File: src/rtl/decode_stage.sv
// Decode stage: input FIFO, stale-tag drop, decode into my_pkg fields.
// Optional macro DECODE_ILLEGAL_TRAP_EN passes illegal instructions through flagged.
package my_pkg;
    typedef enum logic [2:0] {
        XU_BYPASS  = 3'd0,
        XU_ADDER   = 3'd1,
        XU_LOGICAL = 3'd2,
        XU_SHIFTER = 3'd3,
        XU_BRANCH  = 3'd4,
        XU_MEMORY  = 3'd5
    } xu_t;
    typedef enum logic [2:0] {
        R_type = 3'd0,
        I_type = 3'd1,
        S_type = 3'd2,
        B_type = 3'd3,
        U_type = 3'd4,
        J_type = 3'd5
    } fmts_t;
    typedef enum logic [2:0] {
        OP0, OP1, OP2, OP3, OP4, OP5, OP6, OP7
    } instruction_type_t;
    typedef struct packed {
        instruction_type_t i;
        xu_t               xu;
        fmts_t             fmt;
        logic              illegal;
    } dec_t;
endpackage

module decode_stage
    import my_pkg::*;
#(
    parameter int DEPTH = 2,
    parameter int TAG_W = 4
) (
    input  logic             clk,
    input  logic             reset,
    input  logic             valid_in,
    output logic             ready_out,
    input  logic [31:0]      instruction_in,
    input  logic [31:0]      NPC_in,
    input  logic [TAG_W-1:0] tag_in,
    input  logic             jump,
    input  logic [TAG_W-1:0] jump_tag,
    input  logic             hold,
    output logic             valid_out,
    output logic [31:0]      instruction,
    output logic [31:0]      NPC,
    output logic [2:0]       i,
    output logic [2:0]       xu_sel,
    output logic [2:0]       fmt,
    output logic [TAG_W-1:0] tag_out,
    output logic             illegal
);
    localparam int PW = (DEPTH > 1) ? $clog2(DEPTH) : 1;
    localparam int CW = $clog2(DEPTH + 1);

    logic [31:0]      ins_mem [DEPTH];
    logic [31:0]      npc_mem [DEPTH];
    logic [TAG_W-1:0] tag_mem [DEPTH];

    logic [PW-1:0]    wr_q, wr_d, rd_q, rd_d;
    logic [CW-1:0]    cnt_q, cnt_d;
    logic [TAG_W-1:0] cur_q, cur_d;
    logic             enq, deq, load;
    logic [31:0]      hd_ins;
    logic [6:0]       op, f7;
    logic [2:0]       f3;
    dec_t             dec;

    logic             v_q;
    logic [31:0]      ins_q, npc_q;
    logic [2:0]       i_q, xu_q, fmt_q;
    logic [TAG_W-1:0] tag_q;

    function automatic dec_t mk(xu_t x, fmts_t f, instruction_type_t t);
        dec_t d;
        d.xu = x;
        d.fmt = f;
        d.i = t;
        d.illegal = 1'b0;
        return d;
    endfunction

    assign ready_out = (cnt_q < CW'(DEPTH));
    assign enq = valid_in && ready_out && !(jump && (tag_in != jump_tag));
    assign deq = !hold && (cnt_q != '0);
    assign hd_ins = ins_mem[rd_q];
    assign op = hd_ins[6:0];
    assign f3 = hd_ins[14:12];
    assign f7 = hd_ins[31:25];

    // Opcode/funct decode of the FIFO head
    always_comb begin
        dec = '0;
        unique case (op)
            7'b0110011: begin
                unique case (1'b1)
                    (f3 == 3'd0 && f7 == 7'h00): dec = mk(XU_ADDER, R_type, OP0);
                    (f3 == 3'd0 && f7 == 7'h20): dec = mk(XU_ADDER, R_type, OP1);
                    (f3 == 3'd2 && f7 == 7'h00): dec = mk(XU_ADDER, R_type, OP2);
                    (f3 == 3'd3 && f7 == 7'h00): dec = mk(XU_ADDER, R_type, OP3);
                    (f3 == 3'd4 && f7 == 7'h00): dec = mk(XU_LOGICAL, R_type, OP0);
                    (f3 == 3'd6 && f7 == 7'h00): dec = mk(XU_LOGICAL, R_type, OP1);
                    (f3 == 3'd7 && f7 == 7'h00): dec = mk(XU_LOGICAL, R_type, OP2);
                    (f3 == 3'd1 && f7 == 7'h00): dec = mk(XU_SHIFTER, R_type, OP0);
                    (f3 == 3'd5 && f7 == 7'h00): dec = mk(XU_SHIFTER, R_type, OP1);
                    (f3 == 3'd5 && f7 == 7'h20): dec = mk(XU_SHIFTER, R_type, OP2);
                    default: dec.illegal = 1'b1;
                endcase
            end
            7'b0010011: begin
                unique case (1'b1)
                    (f3 == 3'd0): dec = mk(XU_ADDER, I_type, OP0);
                    (f3 == 3'd2): dec = mk(XU_ADDER, I_type, OP2);
                    (f3 == 3'd3): dec = mk(XU_ADDER, I_type, OP3);
                    (f3 == 3'd4): dec = mk(XU_LOGICAL, I_type, OP0);
                    (f3 == 3'd6): dec = mk(XU_LOGICAL, I_type, OP1);
                    (f3 == 3'd7): dec = mk(XU_LOGICAL, I_type, OP2);
                    (f3 == 3'd1 && f7 == 7'h00): dec = mk(XU_SHIFTER, I_type, OP0);
                    (f3 == 3'd5 && f7 == 7'h00): dec = mk(XU_SHIFTER, I_type, OP1);
                    (f3 == 3'd5 && f7 == 7'h20): dec = mk(XU_SHIFTER, I_type, OP2);
                    default: dec.illegal = 1'b1;
                endcase
            end
            7'b0000011: begin
                unique case (f3)
                    3'd0: dec = mk(XU_MEMORY, I_type, OP0);
                    3'd4: dec = mk(XU_MEMORY, I_type, OP1);
                    3'd1: dec = mk(XU_MEMORY, I_type, OP2);
                    3'd5: dec = mk(XU_MEMORY, I_type, OP3);
                    3'd2: dec = mk(XU_MEMORY, I_type, OP4);
                    default: dec.illegal = 1'b1;
                endcase
            end
            7'b0100011: begin
                unique case (f3)
                    3'd0: dec = mk(XU_MEMORY, S_type, OP5);
                    3'd1: dec = mk(XU_MEMORY, S_type, OP6);
                    3'd2: dec = mk(XU_MEMORY, S_type, OP7);
                    default: dec.illegal = 1'b1;
                endcase
            end
            7'b1100011: begin
                unique case (f3)
                    3'd0: dec = mk(XU_BRANCH, B_type, OP0);
                    3'd1: dec = mk(XU_BRANCH, B_type, OP1);
                    3'd4: dec = mk(XU_BRANCH, B_type, OP2);
                    3'd5: dec = mk(XU_BRANCH, B_type, OP3);
                    3'd6: dec = mk(XU_BRANCH, B_type, OP4);
                    3'd7: dec = mk(XU_BRANCH, B_type, OP5);
                    default: dec.illegal = 1'b1;
                endcase
            end
            7'b1101111: dec = mk(XU_BRANCH, J_type, OP6);
            7'b1100111: begin
                if (f3 == 3'd0) dec = mk(XU_BRANCH, I_type, OP7);
                else dec.illegal = 1'b1;
            end
            7'b0110111: dec = mk(XU_BYPASS, U_type, OP0);
            7'b0010111: dec = mk(XU_ADDER, U_type, OP4);
            default: dec.illegal = 1'b1;
        endcase
    end

    // A popped head reaches the outputs only with a current tag
`ifdef DECODE_ILLEGAL_TRAP_EN
    assign load = deq && !jump && (tag_mem[rd_q] == cur_q);
`else
    assign load = deq && !jump && (tag_mem[rd_q] == cur_q) && !dec.illegal;
`endif

    // FIFO pointer, count and current-tag next state; jump flushes all
    always_comb begin
        wr_d = enq ? wr_q + 1'b1 : wr_q;
        rd_d = rd_q;
        cnt_d = cnt_q;
        cur_d = cur_q;
        if (jump) begin
            rd_d = wr_q;
            cnt_d = enq ? CW'(1) : '0;
            cur_d = jump_tag;
        end else begin
            if (deq) rd_d = rd_q + 1'b1;
            unique case ({enq, deq})
                2'b10: cnt_d = cnt_q + 1'b1;
                2'b01: cnt_d = cnt_q - 1'b1;
                default: cnt_d = cnt_q;
            endcase
        end
    end

    // FIFO control registers
    always_ff @(posedge clk or negedge reset) begin
        if (!reset) begin
            wr_q <= '0;
            rd_q <= '0;
            cnt_q <= '0;
            cur_q <= '0;
        end else begin
            wr_q <= wr_d;
            rd_q <= rd_d;
            cnt_q <= cnt_d;
            cur_q <= cur_d;
        end
    end

    // FIFO storage, written on enqueue
    always_ff @(posedge clk) begin
        if (enq) begin
            ins_mem[wr_q] <= instruction_in;
            npc_mem[wr_q] <= NPC_in;
            tag_mem[wr_q] <= tag_in;
        end
    end

    // Output bundle: frozen on hold, else decoded head or bubble
    always_ff @(posedge clk or negedge reset) begin
        if (!reset) begin
            v_q <= 1'b0;
            ins_q <= '0;
            npc_q <= '0;
            i_q <= '0;
            xu_q <= '0;
            fmt_q <= '0;
            tag_q <= '0;
        end else if (!hold) begin
            v_q <= load;
            ins_q <= load ? hd_ins : '0;
            npc_q <= load ? npc_mem[rd_q] : '0;
            i_q <= load ? dec.i : '0;
            xu_q <= load ? dec.xu : '0;
            fmt_q <= load ? dec.fmt : '0;
            tag_q <= load ? tag_mem[rd_q] : '0;
        end
    end

`ifdef DECODE_ILLEGAL_TRAP_EN
    logic ill_q;

    // Illegal flag travels with the output bundle
    always_ff @(posedge clk or negedge reset) begin
        if (!reset) ill_q <= 1'b0;
        else if (!hold) ill_q <= load && dec.illegal;
    end

    assign illegal = ill_q;
`else
    assign illegal = 1'b0;
`endif

    assign valid_out = v_q;
    assign instruction = ins_q;
    assign NPC = npc_q;
    assign i = i_q;
    assign xu_sel = xu_q;
    assign fmt = fmt_q;
    assign tag_out = tag_q;
endmodule

File: config.mk
export PLATFORM = sky130hd
export DESIGN_NAME = decode_stage
export DESIGN_NICKNAME = d
export VERILOG_FILES = /design/src/rtl/decode_stage.sv
export SDC_FILE = /design/constraint.sdc
export NUM_CORES = 1
export LEC_CHECK = 0
export ABC_CLOCK_PERIOD_IN_PS = 4440
export BUFFER_PORTS_ARGS = -buffer_cell sky130_fd_sc_hd__buf_2
export CORE_MARGIN = 2
export CORE_UTILIZATION = 55
export CTS_CLUSTER_DIAMETER = 40
export CTS_CLUSTER_SIZE = 40
export DETAILED_ROUTE_END_ITERATION = 12
export GPL_TIMING_DRIVEN = 0
export HOLD_SLACK_MARGIN = 0.05
export PLACE_DENSITY = 0.79
export SLEW_MARGIN = 20
export SYNTH_ARGS = -nofsm -noshare
export SYNTH_HDL_FRONTEND = slang
export SYNTH_SLANG_ARGS = --single-unit
export TNS_END_PERCENT = 100
File: constraint.sdc
create_clock -name clk -period 4.44 [get_ports clk]
set_input_delay 0.444 -clock clk [delete_from_list [all_inputs] [get_ports clk]]
set_output_delay 0.444 -clock clk [all_outputs]
set_load 0.005 [all_outputs]
==> metrics.yaml <==
grt:
  met2_usage_pct: 38.7
  track_usage_pct: 23.4
  antenna_found_initial: 5
  grt_pass1_vias: 6038
  met1_usage_pct: 30.5
  grt_pass1_wl_um: 30500
  grt_start_max_net_pins: 49
  grt_overflow: 0
  busiest_layer: "met2"
  use_met3_pct: 6.44
synth:
  postSynthAreaPerCell_um2: 14.0
  synth_area_leaders: "edfxtp_1 (47%), dfrtp_1 (25%), mux2i_1 (7.0%)"
  ys_ff_latch: 222
  yosysUniqueCellTypes: 47
  ys_top_cells_by_count: "edfxtp_1 (136), nand2_1 (99), dfrtp_1 (86)"
  synth_edf_count: 136
  yosys.area.top_type_share_pct: 47.0
  netlist_area_um2: 8690
  yosys.area.top_type: "edfxtp_1"
  ys_warn_count: 0
  yosysSeqAreaShare_pct: 71.7
  async_reset_ff_share_pct: 38.7
  synthFlopType: "edfxtp_1"
  synthCells: 623
  yosysMostFrequentCell: "edfxtp_1"
  syn-num-nets: 700
cells_and_area:
  layout.nets: 891
  final_area_um2: 10900
  layout-drive-gt1-share_pct: 28.2
  area_growth_pct: 25.2
setup_path:
  crit_path_max_incr_delay_ps: 590
  worstSetupStartpointType: "register"
  worstSetupStartpoint: "rd_q"
  cp.arrival_ps: 3600
  endpoint_kind: "register"
  cp_slowest_cell: "mux2i_2"
  required_ps: 4860
  r2r-start: "rd_q"
  cp_max_fo: 10
  worstSetupPathType: "reg -> reg"
  worstPathCellList: "mux2i_2 -> nor2_1 -> a21boi_0 -> a41o_1 -> or4_4 -> buf_6 -> buf_2 -> o21ai_1"
clocking:
  cts_setup_buffers: 0
  path_clk_slew_ps: 60
  root_buffer: "clkbuf_16"
  cts_made_buffers: 27
  cts_max_level: 1
  clk_latency_ps: 510
  clockBufferDepth: 3
  cts.sinks: 222
  cts_tree: "done"
drt:
  drtPass1Iterations: 5
  ant_nets: 0
  routed_via_density: 5.63
  drt_wl_total_um: 19600
  via_count: 5898
  post_drt_wl_per_cell_um: 18.7
  route.detailed.drc: 0
  drt_iter0_drc: 534
timing:
  slew_headroom_pct: 45.2
  setup_viol: 0
  fmax_ghz: 0.315
  maxSlewViolCount: 0
  finalClockSkew_ps: 15.1
  hold_viol_final: 0
  finalCriticalPeriod_ps: 3180
  tns_ps: 0
  rsz0062_at_grt: "false"
  fin_crit_sh_pct: 71.5
  holdWs_ps: 118
  worst_slew_pin_slew_ps: 823
placed_design:
  postPlaceCellArea_um2: 9940
  dp_hpwl_um: 13700
  port_buffers: 154
  gp_congestion: 0.894
pwr:
  max-vdd-ir-drop_v: 0.000411
  switching_power_w: 0.00146
  combPwrFrac_pct: 16.6
  pwr-share-clk_pct: 39.6
  swShare_pct: 26.2
  power.total_w: 0.00558
  p_int_w: 0.00412
  p_seq_share_pct: 43.8
  p_per_area_nw_per_um2: 513
  p_leak_nw: 4.61
die:
  die_h_um: 130
  row_count: 45
  core-area_um2: 15300
  initial_utilization_pct: 56.8
  io_pins: 157
  die_w_um: 130
  dieArea_um2: 16800
flow_run:
  maxCapViolCount: 0
min_path:
  hp-class: "in -> reg"
  min_from: "NPC_in[24]"
status:
  status: "finished, final reports clean"
-- cell type report --
type,count,area (µm²)
clock inverter,18,239
fill,1090,4430
timing repair buffer,162,980
tap,211,264
multi-input combinational,363,2270
sequential,222,6240
antenna,2,5.00
inverter,5,18.8
clock buffer,31,691
buffer,33,183
-- what timing repair did --
action	in CTS	in global routing
endpoints found under the hold margin	38	0
resized for setup	0	0
hold buffers	1	0
-- registers in the layout, summed over array words and instances, names as in the netlist, 2 cells and up --
name and count:
NPC 32, cnt_q 2, cur_q 4, fmt 3, i 3, ins_mem 64
instruction 32, npc_mem 64, tag_mem 8, tag_out 4, xu_sel 3
-- power groups by stage --
stage	logic, W	registers [W]	clock network, W
after floorplan	0.000611	0.00248	0
after global placement	0.000838	0.00250	0
after detailed placement	0.000918	0.00248	0
after CTS	0.000923	0.00244	0.00224
after global routing	0.00100	0.00246	0.00233
final	0.000925	0.00244	0.00221
-- final timing paths --
kind	endpoint	slack, ps	cells past startpoint
worst max-delay path	instruction[10]	1260	8
worst min-delay path	npc_mem[1][24]	120	1
worst max register to register	instruction[10]	1260	8
worst min register to register	xu_sel[2]	480	2
max in group asynchronous	instruction[17]	3420	3
min in group asynchronous	instruction[29]	420	2
-- cells by family (layout without fill, tap and decap cells) --
group / count (synthesis) / after routing / synth area share, %
DFF: 222 / 222 / 71.7
and+or+nand+nor: 152 / 152 / 7.69
AOI/OAI and AO/OA: 124 / 124 / 8.23
muxes: 74 / 74 / 8.77
buffers and inverters: 38 / 249 / 2.32
xor gates and xnor gates: 12 / 12 / 1.21
other: 1 / 3 / 0.0431
-- critical path: cells and delay by family (launching register included) --
family | cells | cell delay (ps)
DFF | 1 | 500
buffers and inverters | 2 | 390
AOI/OAI and AO/OA | 3 | 750
muxes | 1 | 590
and+or+nand+nor | 2 | 850
-- placed cells by master, fill, tap and decap left out, types with 5 or more instances in the layout --
master	count
a21oi_1	15
buf_16	7
buf_2	158
buf_6	7
clkbuf_1	24
clkbuf_16	27
dfrtp_1	86
edfxtp_1	136
inv_1	5
mux2_2	11
mux2i_1	61
nand2_1	99
nand3_1	7
nand4_1	7
nor2_1	13
nor3_1	7
nor4_1	7
o21ai_0	33
o21ai_1	47
xnor2_1	7
xor2_1	5
-- layer usage --
| metal | vias up | wire [µm] |
|---|---|---|
| met4 | 4 | 446 |
| met5 | - | 24 |
| met1 | 2893 | 8000 |
| li1 | 2707 | - |
| met3 | 47 | 1600 |
| met2 | 247 | 9520 |
-- metrics by stage --
step	util [%]	worst slack, ps	cells
2_1_floorplan	-	-56.9	623
3_3_place_gp	63.5	-2000	988
3_5_place_dp	64.9	1350	995
4_1_cts	71.0	1330	1045
5_1_grt	71.1	1110	1047
6_report	71.1	1260	1047
Power figures use the tool's default switching activity.
